===== src/rtl/parallel_to_serial.sv =====
// parallel_to_serial
//   Converts width-bit parallel words into a one-bit serial stream with
//   valid/ready handshakes on both sides. A one-entry holding buffer accepts
//   the next word while the current one shifts out, so back-to-back words
//   stream without an idle cycle.
//
//   Optional feature macro: PARALLEL_TO_SERIAL_PARITY_EN
//     defined   : each frame is width data bits followed by one even-parity
//                 bit (^word); serial_last marks the parity bit.
//     undefined : each frame is width data bits; serial_last marks the final
//                 data bit.
//
// Parameters
//   width      data bits per word (>= 2)
//   msb_first  0: bit 0 sent first, 1: bit width-1 sent first
//
// Ports
//   clk             in   clock, all state on posedge
//   rst             in   asynchronous active-low reset
//   parallel_valid  in   upstream word valid
//   parallel_ready  out  block can accept a word (registered, = !hold_full)
//   parallel_data   in   upstream word
//   serial_valid    out  serial_data holds a valid bit
//   serial_ready    in   downstream accepts the current bit
//   serial_data     out  current serial bit
//   serial_last     out  current bit is the final bit of the frame
module parallel_to_serial #(
  parameter int unsigned width     = 8,
  parameter bit          msb_first = 1'b0
) (
  input  logic             clk,
  input  logic             rst,
  input  logic             parallel_valid,
  output logic             parallel_ready,
  input  logic [width-1:0] parallel_data,
  output logic             serial_valid,
  input  logic             serial_ready,
  output logic             serial_data,
  output logic             serial_last
);

`ifdef PARALLEL_TO_SERIAL_PARITY_EN
  localparam int unsigned FRAME_LEN = width + 1;
`else
  localparam int unsigned FRAME_LEN = width;
`endif
  localparam int unsigned   CW       = $clog2(width + 1);
  localparam logic [CW-1:0] LAST_IDX = CW'(FRAME_LEN - 1);

  typedef enum logic [0:0] {
    IDLE  = 1'b0,
    SHIFT = 1'b1
  } state_t;

  state_t           state_q, state_d;
  logic [width-1:0] shifter_q;
  logic [width-1:0] hold_q;
  logic             hold_full_q;
  logic [CW-1:0]    cnt_q;

  logic word_acc;
  logic bit_xfer;
  logic last_xfer;
  logic load_word;   // parallel_data -> shifter
  logic load_hold;   // hold -> shifter
  logic to_hold;     // parallel_data -> hold
  logic head_bit;

`ifdef PARALLEL_TO_SERIAL_PARITY_EN
  logic par_q;
`endif

  assign head_bit = msb_first ? shifter_q[width-1] : shifter_q[0];

  always_comb begin
    state_d        = state_q;
    load_word      = 1'b0;
    load_hold      = 1'b0;
    to_hold        = 1'b0;
    parallel_ready = !hold_full_q;
    serial_valid   = (state_q == SHIFT);
    serial_last    = 1'b0;
    serial_data    = 1'b0;

    word_acc  = parallel_valid && parallel_ready;
    bit_xfer  = serial_valid && serial_ready;
    last_xfer = bit_xfer && (cnt_q == LAST_IDX);

    if (serial_valid) begin
      serial_last = (cnt_q == LAST_IDX);
`ifdef PARALLEL_TO_SERIAL_PARITY_EN
      serial_data = (cnt_q < CW'(width)) ? head_bit : par_q;
`else
      serial_data = head_bit;
`endif
    end

    unique case (state_q)
      IDLE: begin
        if (word_acc) begin
          load_word = 1'b1;
          state_d   = SHIFT;
        end
      end
      SHIFT: begin
        // A word accepted on the last-bit cycle bypasses the hold buffer;
        // parallel_ready is low whenever hold is full, so the two load
        // sources never collide.
        if (last_xfer) begin
          if (hold_full_q)   load_hold = 1'b1;
          else if (word_acc) load_word = 1'b1;
          else               state_d   = IDLE;
        end else if (word_acc) begin
          to_hold = 1'b1;
        end
      end
      default: state_d = IDLE;
    endcase
  end

  always_ff @(posedge clk or negedge rst) begin
    if (!rst) state_q <= IDLE;
    else      state_q <= state_d;
  end

  always_ff @(posedge clk or negedge rst) begin
    if (!rst) begin
      shifter_q   <= '0;
      hold_q      <= '0;
      hold_full_q <= 1'b0;
      cnt_q       <= '0;
`ifdef PARALLEL_TO_SERIAL_PARITY_EN
      par_q       <= 1'b0;
`endif
    end else begin
      if (last_xfer)     cnt_q <= '0;
      else if (bit_xfer) cnt_q <= cnt_q + 1'b1;

      if (load_word) begin
        shifter_q <= parallel_data;
`ifdef PARALLEL_TO_SERIAL_PARITY_EN
        par_q     <= ^parallel_data;
`endif
      end else if (load_hold) begin
        shifter_q <= hold_q;
`ifdef PARALLEL_TO_SERIAL_PARITY_EN
        par_q     <= ^hold_q;
`endif
      end else if (bit_xfer) begin
        if (msb_first) shifter_q <= {shifter_q[width-2:0], 1'b0};
        else           shifter_q <= {1'b0, shifter_q[width-1:1]};
      end

      if (to_hold) begin
        hold_q      <= parallel_data;
        hold_full_q <= 1'b1;
      end else if (load_hold) begin
        hold_full_q <= 1'b0;
      end
    end
  end

endmodule


===== config.mk =====
export PLATFORM = sky130hd
export DESIGN_NAME = parallel_to_serial
export DESIGN_NICKNAME = d
export VERILOG_FILES = /design/src/rtl/parallel_to_serial.sv
export SDC_FILE = /design/constraint.sdc
export NUM_CORES = 1
export LEC_CHECK = 0
export ABC_AREA = 1
export ABC_CLOCK_PERIOD_IN_PS = 1800
export BUFFER_PORTS_ARGS = -buffer_cell sky130_fd_sc_hd__buf_2
export CAP_MARGIN = 20
export CORE_ASPECT_RATIO = 1.75
export CORE_MARGIN = 3
export CORE_UTILIZATION = 35
export CTS_CLUSTER_SIZE = 30
export DETAILED_ROUTE_END_ITERATION = 10
export SLEW_MARGIN = 25
export SYNTH_ARGS = -nofsm -noshare
export SYNTH_HDL_FRONTEND = slang
export SYNTH_SLANG_ARGS = --single-unit

===== constraint.sdc =====
create_clock -name clk -period 1.8 [get_ports clk]
set_clock_uncertainty 0.2 [all_clocks]
set_input_delay 0.36 -clock clk [delete_from_list [all_inputs] [get_ports clk]]
set_output_delay 0.36 -clock clk [all_outputs]
set_load 0.01 [all_outputs]

# --- After elaboration in Yosys (flattened, before gate mapping) ---
# Index checks and enable logic that the tools add are counted.
totals:
  reg_bits: 22
  output_inout_bits: 4
op_classes:
  addsub: 1
  n_eq_ne: 1
  mux: 21
  n_bitwise: 1
  n_reduce_logical: 7
ops:
  columns: ["operator", "n"]
  rows:
  - ["$mux W8", 3]
  - ["$mux W1", 14]
  - ["$mux W4", 2]
  - ["$add A4 B1 Y4 const B", 1]
  - ["$eq A4 B3 Y1 const B", 1]
  - ["$pmux W1 S2", 2]
  - ["$reduce_bool A2 Y1", 2]
  - ["$logic_and A1 B1 Y1", 3]
  - ["$reduce_bool A3 Y1", 1]
  - ["$logic_not A1 Y1", 1]
  - ["$not A1 Y1", 1]

# --- Depth between registers and ports, before layout ---
# Gate-level depths: netlist (run 1).
logic_depth:
  word_depth: 7
  mapped_depth: 9

# --- Worst setup path before layout (run 1) ---
# Ideal clock, no wire load.
synth_path:
  path_kind: "register to output"
  from: "register cnt_q[0]"
  to: "output serial_last"
  t_arrival_ps: 1051
  t_required_ps: 1240
  slack_ps: 189
  path_stages_with_launch: 7
  path_buffers: 1
  cell_sequence: "dfrtp_1 -> ha_1 -> nand2_1 -> nor2_2 -> buf_4 -> inv_1 -> nor2_1"
synth_between:
  elab_chain_len: 2
synth_rtl:
  columns: ["item", "line_no", "text"]
  rows:
  - ["start, declared", "59", "logic [CW-1:0] cnt_q;"]
  - ["start signal, assigned", "137", "else if (bit_xfer) cnt_q <= cnt_q + 1'b1;"]
  - ["$eq A4 B3 Y1", "90", "serial_last = (cnt_q == LAST_IDX);"]
  - ["$mux W1", "89", "if (serial_valid) begin"]
  - ["end, declared", "39", "output logic serial_last"]
# No other way between the ends.

# --- Worst setup path after layout (run 1) ---
layout_path:
  from: "register cnt_q[1]"
  to: "output serial_last"
# The elaborated chain is that of the path after synthesis.

==> results.tsv, run 1 <==
metric	value	unit
clk_pin_slew	80	ps
grt_first_pass_wirelength	4554	um
synthXorXnorAreaFrac	0.007821	
numClockSinks	22	
fp.dieW	48.76	um
worst_setup_path_end_kind	output port	
period_minus_slack	1816	ps
via_count	1017	
muxShareOfSynthArea	0	
coreArea	2993	um2
crit_required	1240	ps
die_area	3941	um2
grt_pass1_vias	1036	
hold_viol	0	
grt_max_degree	23	
maxSlewViolCount	0	
status	complete, but fails checks	
postSynthAreaPerCell	7.886	um2
synth_edf_count	0	
reg2reg_depth	8	
synthTopCellsByArea	dfrtp_1, nand2_1, nand3_1	
drive_above_1_share	0.2364	
synth_top_area_share	0.4916	
yosysWarnings	0	
power_density	1236	nW/um2
antenna_cells	0	
finalSetupViolCount	1	
grt_remaining_overflow	0	
antenna_found_initial	0	
nets	180	
clockBufferDepth	2	
peakVddDrop	492.8	uV
tritoncts	done	
synthSimpleGateAreaFrac	0.3508	
drv_cap	0	
fmax	550.7	MHz
area_growth	20.33	%
synth_adder_area_share	0.01117	
avgViaCountPerCell	4.913	
post_synth_inst_count	142	
ant_nets	0	
placementRows	26	
crit_type	flip-flop to output port	
violations	setup timing	
ys_seq_area_frac	0.4916	
synth_ff_type	dfrtp_1	
fin_crit_sh	1.009	
fin_tns_setup	-15.88	ps
initial_core_util	0.3742	
port_buffers	15	
r2r_end	hold_q[0]$_DFFE_PN0P_	
die_y	80.83	um
fin_ws	-15.88	ps
clockRootBuffer	clkbuf_8	
hold_path.class	input port to flip-flop	
worst_slew_pin_slew	507.1	ps
synthArstFlopShare	1.000	
synthTopCellsByCount	nand2_1, dfrtp_1, nand3_1	
route.detailed.drc	0	
power	1.665	mW
min_to	shifter_q[7]$_DFFE_PN0P_	
synth-seq-cells	22	
crit_path_start_kind	flip-flop	
arrival	1260	ps
clk_latency	270	ps
grt_usage	0.1471	
power_leakage	0.7260	nW
ioPinCount	16	
rsz0062_at_grt	yes	
wl_per_cell	12.23	um
wirelength	2531	um
r2r-start	cnt_q[0]$_DFFE_PN0P_	
synth_cell_types	19	
gp_congestion	0.8805	
hold_path_depth	3	
syn_area	1120	um2
drt-initial-drc-count	40	
synth_nets	155	
numCtsBuffers	3	
path_max_fanout	2	
drtPass1Iterations	4	
synth.most_common_cell	nand2_1	
ff2ff_setup_slack	60	ps
hold_path.startpoint	parallel_data[7]	
post-dp-hpwl	1804	um
synth-compound-area-share	0.05810	
synth_top_family_by_area	simple AND/OR/NAND/NOR gates	
cts_max_level	1	
synth_top_area_cell	dfrtp_1	
relSlewSlack	0.6620	
final cells by class:
class                      count  area (um2)
clock buffer                   3       41.29
timing repair buffer          25       152.6
sequential                    22       550.5
tap                           42       52.55
fill                         324        1645
multi-input combinational    100       494.2
inverter                      15       56.30
how the worst max path moves through the flow:
| stage | start | slack [ps] | to | cells past startpoint |
|---|---|---|---|---|
| 6_report | cnt_q[1]$_DFFE_PN0P_ | -20 | serial_last | 6 |
| 5_1_grt | cnt_q[1]$_DFFE_PN0P_ | -90 | serial_last | 6 |
| 4_1_cts | cnt_q[1]$_DFFE_PN0P_ | -40 | serial_last | 6 |
| 3_5_place_dp | cnt_q[0]$_DFFE_PN0P_ | 70 | serial_last | 6 |
| 3_3_place_gp | cnt_q[0]$_DFFE_PN0P_ | 100 | serial_last | 6 |
| 2_1_floorplan | cnt_q[0]$_DFFE_PN0P_ | 190 | serial_last | 6 |
flip-flops by register name (all words and copies together), names as in the netlist:
signal        flops
cnt_q             4
serial_valid      1
hold_q            8
hold_full_q       1
shifter_q         8
metal layers:
metal | global-route usage | part of all wire | vias up
met1 | 0.1684 | 0.42 | 486
met2 | 0.2698 | 0.52 | 19
met5 | 0 | 0 | -
met3 | 0.02385 | 0.040 | 6
li1 | - | - | 506
met4 | 0.05983 | 0.017 | 0
cell usage in the layout, fill, tap and decap left out:
| cell | count |
|---|---|
| a21oi_1 | 2 |
| buf_2 | 15 |
| buf_4 | 9 |
| clkbuf_8 | 3 |
| dfrtp_1 | 22 |
| dlygate4sd3_1 | 1 |
| ha_2 | 1 |
| inv_1 | 13 |
| inv_2 | 2 |
| nand2_1 | 47 |
| nand2_2 | 4 |
| nand2_4 | 1 |
| nand3_1 | 19 |
| nand3_2 | 2 |
| nand4_1 | 7 |
| nor2_1 | 3 |
| nor2_4 | 2 |
| o21ai_0 | 2 |
| o21ai_1 | 9 |
| xnor2_1 | 1 |
worst max-delay path: stages (launching register included):
cell	delay (ps)
dfrtp_1	370
ha_2	200
nand2_2	70
nor2_4	100
inv_2	40
nor2_1	80
buf_2	140
metrics by stage:
step / std cells / util / setup slack [ps] / hold slack (ps) / instance area, um2
6_report: 207 / 0.4503 / -15.88 / 123.0 / 1348
3_3_place_gp: 198 / 0.4156 / 100.0 / 154.0 / 1244
4_1_cts: 206 / 0.4461 / -37.15 / 131.6 / 1335
5_1_grt: 207 / 0.4503 / -93.11 / 140.5 / 1348
2_1_floorplan: 142 / - / 188.7 / -135.6 / 1120
3_5_place_dp: 198 / 0.4156 / 68.10 / 160.0 / 1244
what timing repair did:
item / in CTS / in global routing
hold buffers: 1 / 0
hold endpoints to repair: 22 / 0
setup buffers: 4 / 1
endpoints found under the setup margin: 1 / 16
pin swaps: 2 / 2
gates resized for setup: 4 / 1
kinds of logic (layout without fill, tap and decap cells):
group,count (synthesis),after routing
AOI/OAI and AO/OA,13,13
xor gates and xnor gates,1,1
adders and majority gates,1,1
buffers and inverters,20,43
DFF,22,22
and+or+nand+nor,85,85
power by group:
part           internal (mW)  total [mW]  switching, mW  leakage (nW)
combinational          0.250       0.562          0.312         0.427
clock                  0.150       0.312          0.162        0.0216
sequential             0.677       0.791          0.114         0.277
(Power assumes the default switching activity.)
==> run 2, diff against run 1 <==
- RECOVER_POWER: default -> 50
==> run 2 against run 1 <==
Against the previous run:
- the run still ends with setup timing left
- critical path depth stayed put
- worst hold slack better by 2.8 ps
- highest routed layer unchanged
- final area stayed put
- global-route usage stayed put
==> results.tsv, run 2 (same netlist as run 1, synthesis figures left out) <==
metric	value	unit	change
hold_path_depth	3		unchanged
final_area	1348	um2	unchanged
fin_crit_sh	1.009		about the same
port_buffers	15		unchanged
power_leakage	0.7262	nW	about the same
initial_core_util	0.3742		unchanged
reg2reg_depth	8		unchanged
final_common_cell	nand2_1		
antenna_cells	0		unchanged
drtPass1Iterations	4		unchanged
worst_slew_pin_slew	557.1	ps	+50.04 ps
die_area	3941	um2	unchanged
ant_nets	0		unchanged
clockBufferDepth	2		unchanged
power	1.662	mW	-0.21%
wl_per_cell	12.18	um	-0.36%
grt_max_degree	23		unchanged
r2r-start	cnt_q[0]$_DFFE_PN0P_		
wirelength	2522	um	-0.36%
grt_util_met2	0.2698		unchanged
arrival	1260	ps	about the same
place_area	1244	um2	unchanged
numClockSinks	22		unchanged
crit_start	cnt_q[1]$_DFFE_PN0P_		
rsz0062_at_grt	yes		
clk_pin_slew	80	ps	about the same
avgViaCountPerCell	4.918		about the same
crit_required	1240	ps	about the same
die_y	80.83	um	unchanged
fp.dieW	48.76	um	unchanged
top_regs	hold_q (8), shifter_q (8), cnt_q (4)		
hold_path.class	input port to flip-flop		
mostFrequentLayoutCells	nand2_1, dfrtp_1, nand3_1		
hold_path.startpoint	parallel_data[7]		
final-instance-count-excl-fill	207		unchanged
grt_usage	0.1471		unchanged
grt_remaining_overflow	0		unchanged
maxSlewViolCount	0		unchanged
peakVddDrop	492.6	uV	about the same
gp_congestion	0.8805		unchanged
hold_slack	125.8	ps	+2.816 ps
via_count	1018		+0.098%
route.detailed.drc	0		unchanged
nets	180		unchanged
placementRows	26		unchanged
grt_first_pass_wirelength	4554	um	unchanged
post-dp-hpwl	1804	um	unchanged
crit_path_start_kind	flip-flop		
relSlewSlack	0.6286		-0.03336
area_growth	20.33	%	unchanged
antenna_found_initial	0		unchanged
postLayoutCoreUtil	0.4503		unchanged
violations	setup timing		
hold_viol	0		unchanged
dp_cells	198		unchanged
finalSetupViolCount	1		unchanged
clk_latency	270	ps	about the same
drt-initial-drc-count	39		-2.5%
busiest_layer	met2		
period_minus_slack	1816	ps	+0.1363 ps
coreArea	2993	um2	unchanged
numCtsBuffers	3		unchanged
cts_max_level	1		unchanged
grt_pass1_vias	1036		unchanged
drive_above_1_share	0.2364		unchanged
r2r_end	hold_q[0]$_DFFE_PN0P_		
fin_ws	-16.02	ps	-0.1363 ps
use_met3	0.02385		unchanged
tritoncts	done		
drv_cap	0		unchanged
path_max_fanout	2		unchanged
crit_type	flip-flop to output port		
ff2ff_setup_slack	60	ps	about the same
min_to	shifter_q[7]$_DFFE_PN0P_		
use_met1	0.1684		unchanged
ioPinCount	16		unchanged
status	complete, but fails checks		
fmax	550.7	MHz	about the same
power_density	1233	nW/um2	-0.21%
clockRootBuffer	clkbuf_8		
worst_setup_path_end_kind	output port		
==> run 2: what timing repair did <==
item	CTS	global route
endpoints found under the setup margin	1	16
hold buffers	1	0
pin swaps	2	2
hold endpoints to repair	22	0
resized for setup	4	1
buffers inserted	4	1
==> run 2: cell type report <==
| cell class | instances | area, um2 |
|---|---|---|
| Tap cell | 42 | 52.55 |
| Sequential cell | 22 | 550.5 |
| Clock buffer | 3 | 41.29 |
| Multi-Input combinational cell | 100 | 494.2 |
| Fill cell | 324 | 1645 |
| Inverter | 15 | 56.30 |
| Timing Repair Buffer | 25 | 152.6 |
==> run 2: worst max-delay path by stage <==
stage                  endpoint  slack (ps)
floorplan           serial_last         190
global placement    serial_last         100
detailed placement  serial_last          70
CTS                 serial_last         -40
global route        serial_last         -90
finish              serial_last         -20
==> run 2: worst max-delay path, cell delays in order, from the launching register on <==
cell and delay [ps]:
dfrtp_1 370, ha_2 200, nand2_2 70, nor2_4 100
inv_2 40, nor2_1 80, buf_2 140
==> run 2: through the flow <==
step                setup WS [ps]  setup TNS, ps
floorplan                   188.7              0
global placement            100.0              0
detailed placement          68.10              0
CTS                        -37.15         -37.15
global route               -93.11         -565.2
finish                     -16.02         -16.02
==> run 2: power breakdown <==
group          leakage [nW]  internal [mW]  switching, mW
registers             0.277          0.677          0.115
logic                 0.427          0.250          0.312
clock network        0.0216          0.150          0.158
total                 0.726           1.08          0.585
==> run 2: metal layers <==
metal,vias to the layer above,share of wire
li1,507,-
met1,487,0.41
met2,18,0.53
met3,6,0.039
met4,0,0.017
met5,-,0
==> run 3, diff against run 2 <==
- SKIP_CTS_REPAIR_TIMING: default -> 1
==> run 3 against run 2 <==
Against the previous run:
- wire length is 2.1% higher
- global-route usage shrank 0.31 points
- worst hold slack got worse by 0.53 ps
- critical endpoint unchanged
- largest power group unchanged
- the flow still finishes with violations (setup timing)
- clock-buffer cell count stayed put
==> results.tsv, run 3 (same netlist as run 1, synthesis figures left out) <==
metric	value	unit	change
critPathMaxStageDelay	380	ps	about the same
cts_max_level	1		unchanged
clockBufferDepth	2		unchanged
use_met3	0.02569		+0.001835
avgViaCountPerCell	4.948		+0.60%
rsz0062_at_grt	yes		
ant_nets	0		unchanged
post-dp-hpwl	1804	um	unchanged
path_max_fanout	3		+1
peakVddDrop	495.6	uV	+0.61%
hold_viol	0		unchanged
clockRootBuffer	clkbuf_8		
status	complete, but fails checks		
fin_tns_setup	-88.31	ps	-72.29 ps
fin_ws	-88.31	ps	-72.29 ps
clk_latency	270	ps	about the same
maxSlewViolCount	0		unchanged
fp.dieW	48.76	um	unchanged
grt_usage	0.1440		-0.003114
crit_type	flip-flop to output port		
arrival	1330	ps	+70 ps
grt_util_met2	0.2589		-0.01090
placementRows	26		unchanged
nFillCells	313		-3.4%
wl_per_cell	12.26	um	+0.64%
port_buffers	15		unchanged
mostFrequentLayoutCells	nand2_1, dfrtp_1, nand3_1		
gp_congestion	0.8805		unchanged
drt-initial-drc-count	50		+28%
numCtsBuffers	3		unchanged
grt_remaining_overflow	0		unchanged
nets	183		+1.7%
final_common_cell	nand2_1		
wirelength	2575	um	+2.1%
crit_required	1240	ps	about the same
worst_setup_path_end_kind	output port		
register_area	550.5	um2	unchanged
clk_pin_slew	80	ps	about the same
coreArea	2993	um2	unchanged
violations	setup timing		
final_area	1395	um2	+3.5%
die_y	80.83	um	unchanged
crit_path_start_kind	flip-flop		
antenna_cells	0		unchanged
crit_slowest_cell	dfrtp_1		
use_met1	0.1672		-0.001153
place_area	1244	um2	unchanged
relSlewSlack	0.6267		-0.001937
power_density	1198	nW/um2	-2.8%
grt_first_pass_wirelength	4457	um	-2.1%
top_regs	hold_q (8), shifter_q (8), cnt_q (4)		
ioPinCount	16		unchanged
numClockSinks	22		unchanged
initial_core_util	0.3742		unchanged
worst_slew_pin_slew	560.0	ps	+2.906 ps
hold_path.class	input port to flip-flop		
antenna_found_initial	0		unchanged
drv_cap	0		unchanged
tritoncts	done		
drive_above_1_share	0.2500		+0.01364
via_count	1039		+2.1%
power_leakage	0.7576	nW	+4.3%
route.detailed.drc	0		unchanged
finalSetupViolCount	1		unchanged
worstPathCellList	ha_2, nand2_2, nor2_4, inv_2, nor2_1, buf_2		
grt_max_degree	23		unchanged
grt_pass1_vias	1008		-2.7%
busiest_layer	met2		
multi_input_area	506.7	um2	+2.5%
die_area	3941	um2	unchanged
fin_crit_sh	1.049		+0.04016
period_minus_slack	1888	ps	+72.29 ps
drtPass1Iterations	4		unchanged
area_growth	24.58	%	
fmax	529.6	MHz	-3.8%
-- run 3: worst max-delay path: cells and delay by family, from the launching register on --
family,cells,cell delay (ps)
buf+inv,2,180
fa+ha+maj,1,200
simple gates,3,290
flops,1,380
-- run 3: cell type report --
class / count / area share
inverters: 15 / 0.04036
flip-flops and latches: 22 / 0.3946
repair buffers: 28 / 0.1345
clock buffers: 3 / 0.02960
well taps: 42 / 0.03767
multi-input cells: 100 / 0.3632
-- run 3: power by group --
part	switching, mW	internal (mW)	total (mW)
Clock	0.158	0.150	0.308
Combinational	0.316	0.250	0.566
Sequential	0.121	0.677	0.798
-- run 3: path summary, 6_finish.rpt --
path                                        from  slack, ps                       end  cells past startpoint
max                         cnt_q[0]$_DFFE_PN0P_        -90               serial_last                      6
min                             parallel_data[6]        130  shifter_q[6]$_DFFE_PN0P_                      3
max reg2reg                 cnt_q[1]$_DFFE_PN0P_         30     hold_q[0]$_DFFE_PN0P_                      8
min reg2reg                hold_q[7]$_DFFE_PN0P_        300     hold_q[7]$_DFFE_PN0P_                      2
max in group asynchronous                    rst        620     hold_q[2]$_DFFE_PN0P_                      2
min in group asynchronous                    rst        410      cnt_q[3]$_DFFE_PN0P_                      2
-- run 3: per-stage QoR --
| stage | power, mW | utilization | hold WS (ps) | cells | setup WS, ps |
|---|---|---|---|---|---|
| floorplan | 1.142 | - | -135.6 | 142 | 188.7 |
| CTS | 1.602 | 0.4293 | -125.6 | 201 | -220.4 |
| global placement | 1.273 | 0.4156 | 154.0 | 198 | 100.0 |
| global route | 1.810 | 0.4661 | 140.5 | 210 | -169.0 |
| detailed placement | 1.294 | 0.4156 | 160.0 | 198 | 68.10 |
| finish | 1.672 | 0.4661 | 125.3 | 210 | -88.31 |
-- run 3: per-layer routing --
metal	vias up	part of all wire
met5	-	0
met4	0	0.017
met1	496	0.43
met3	5	0.036
li1	516	-
met2	22	0.52
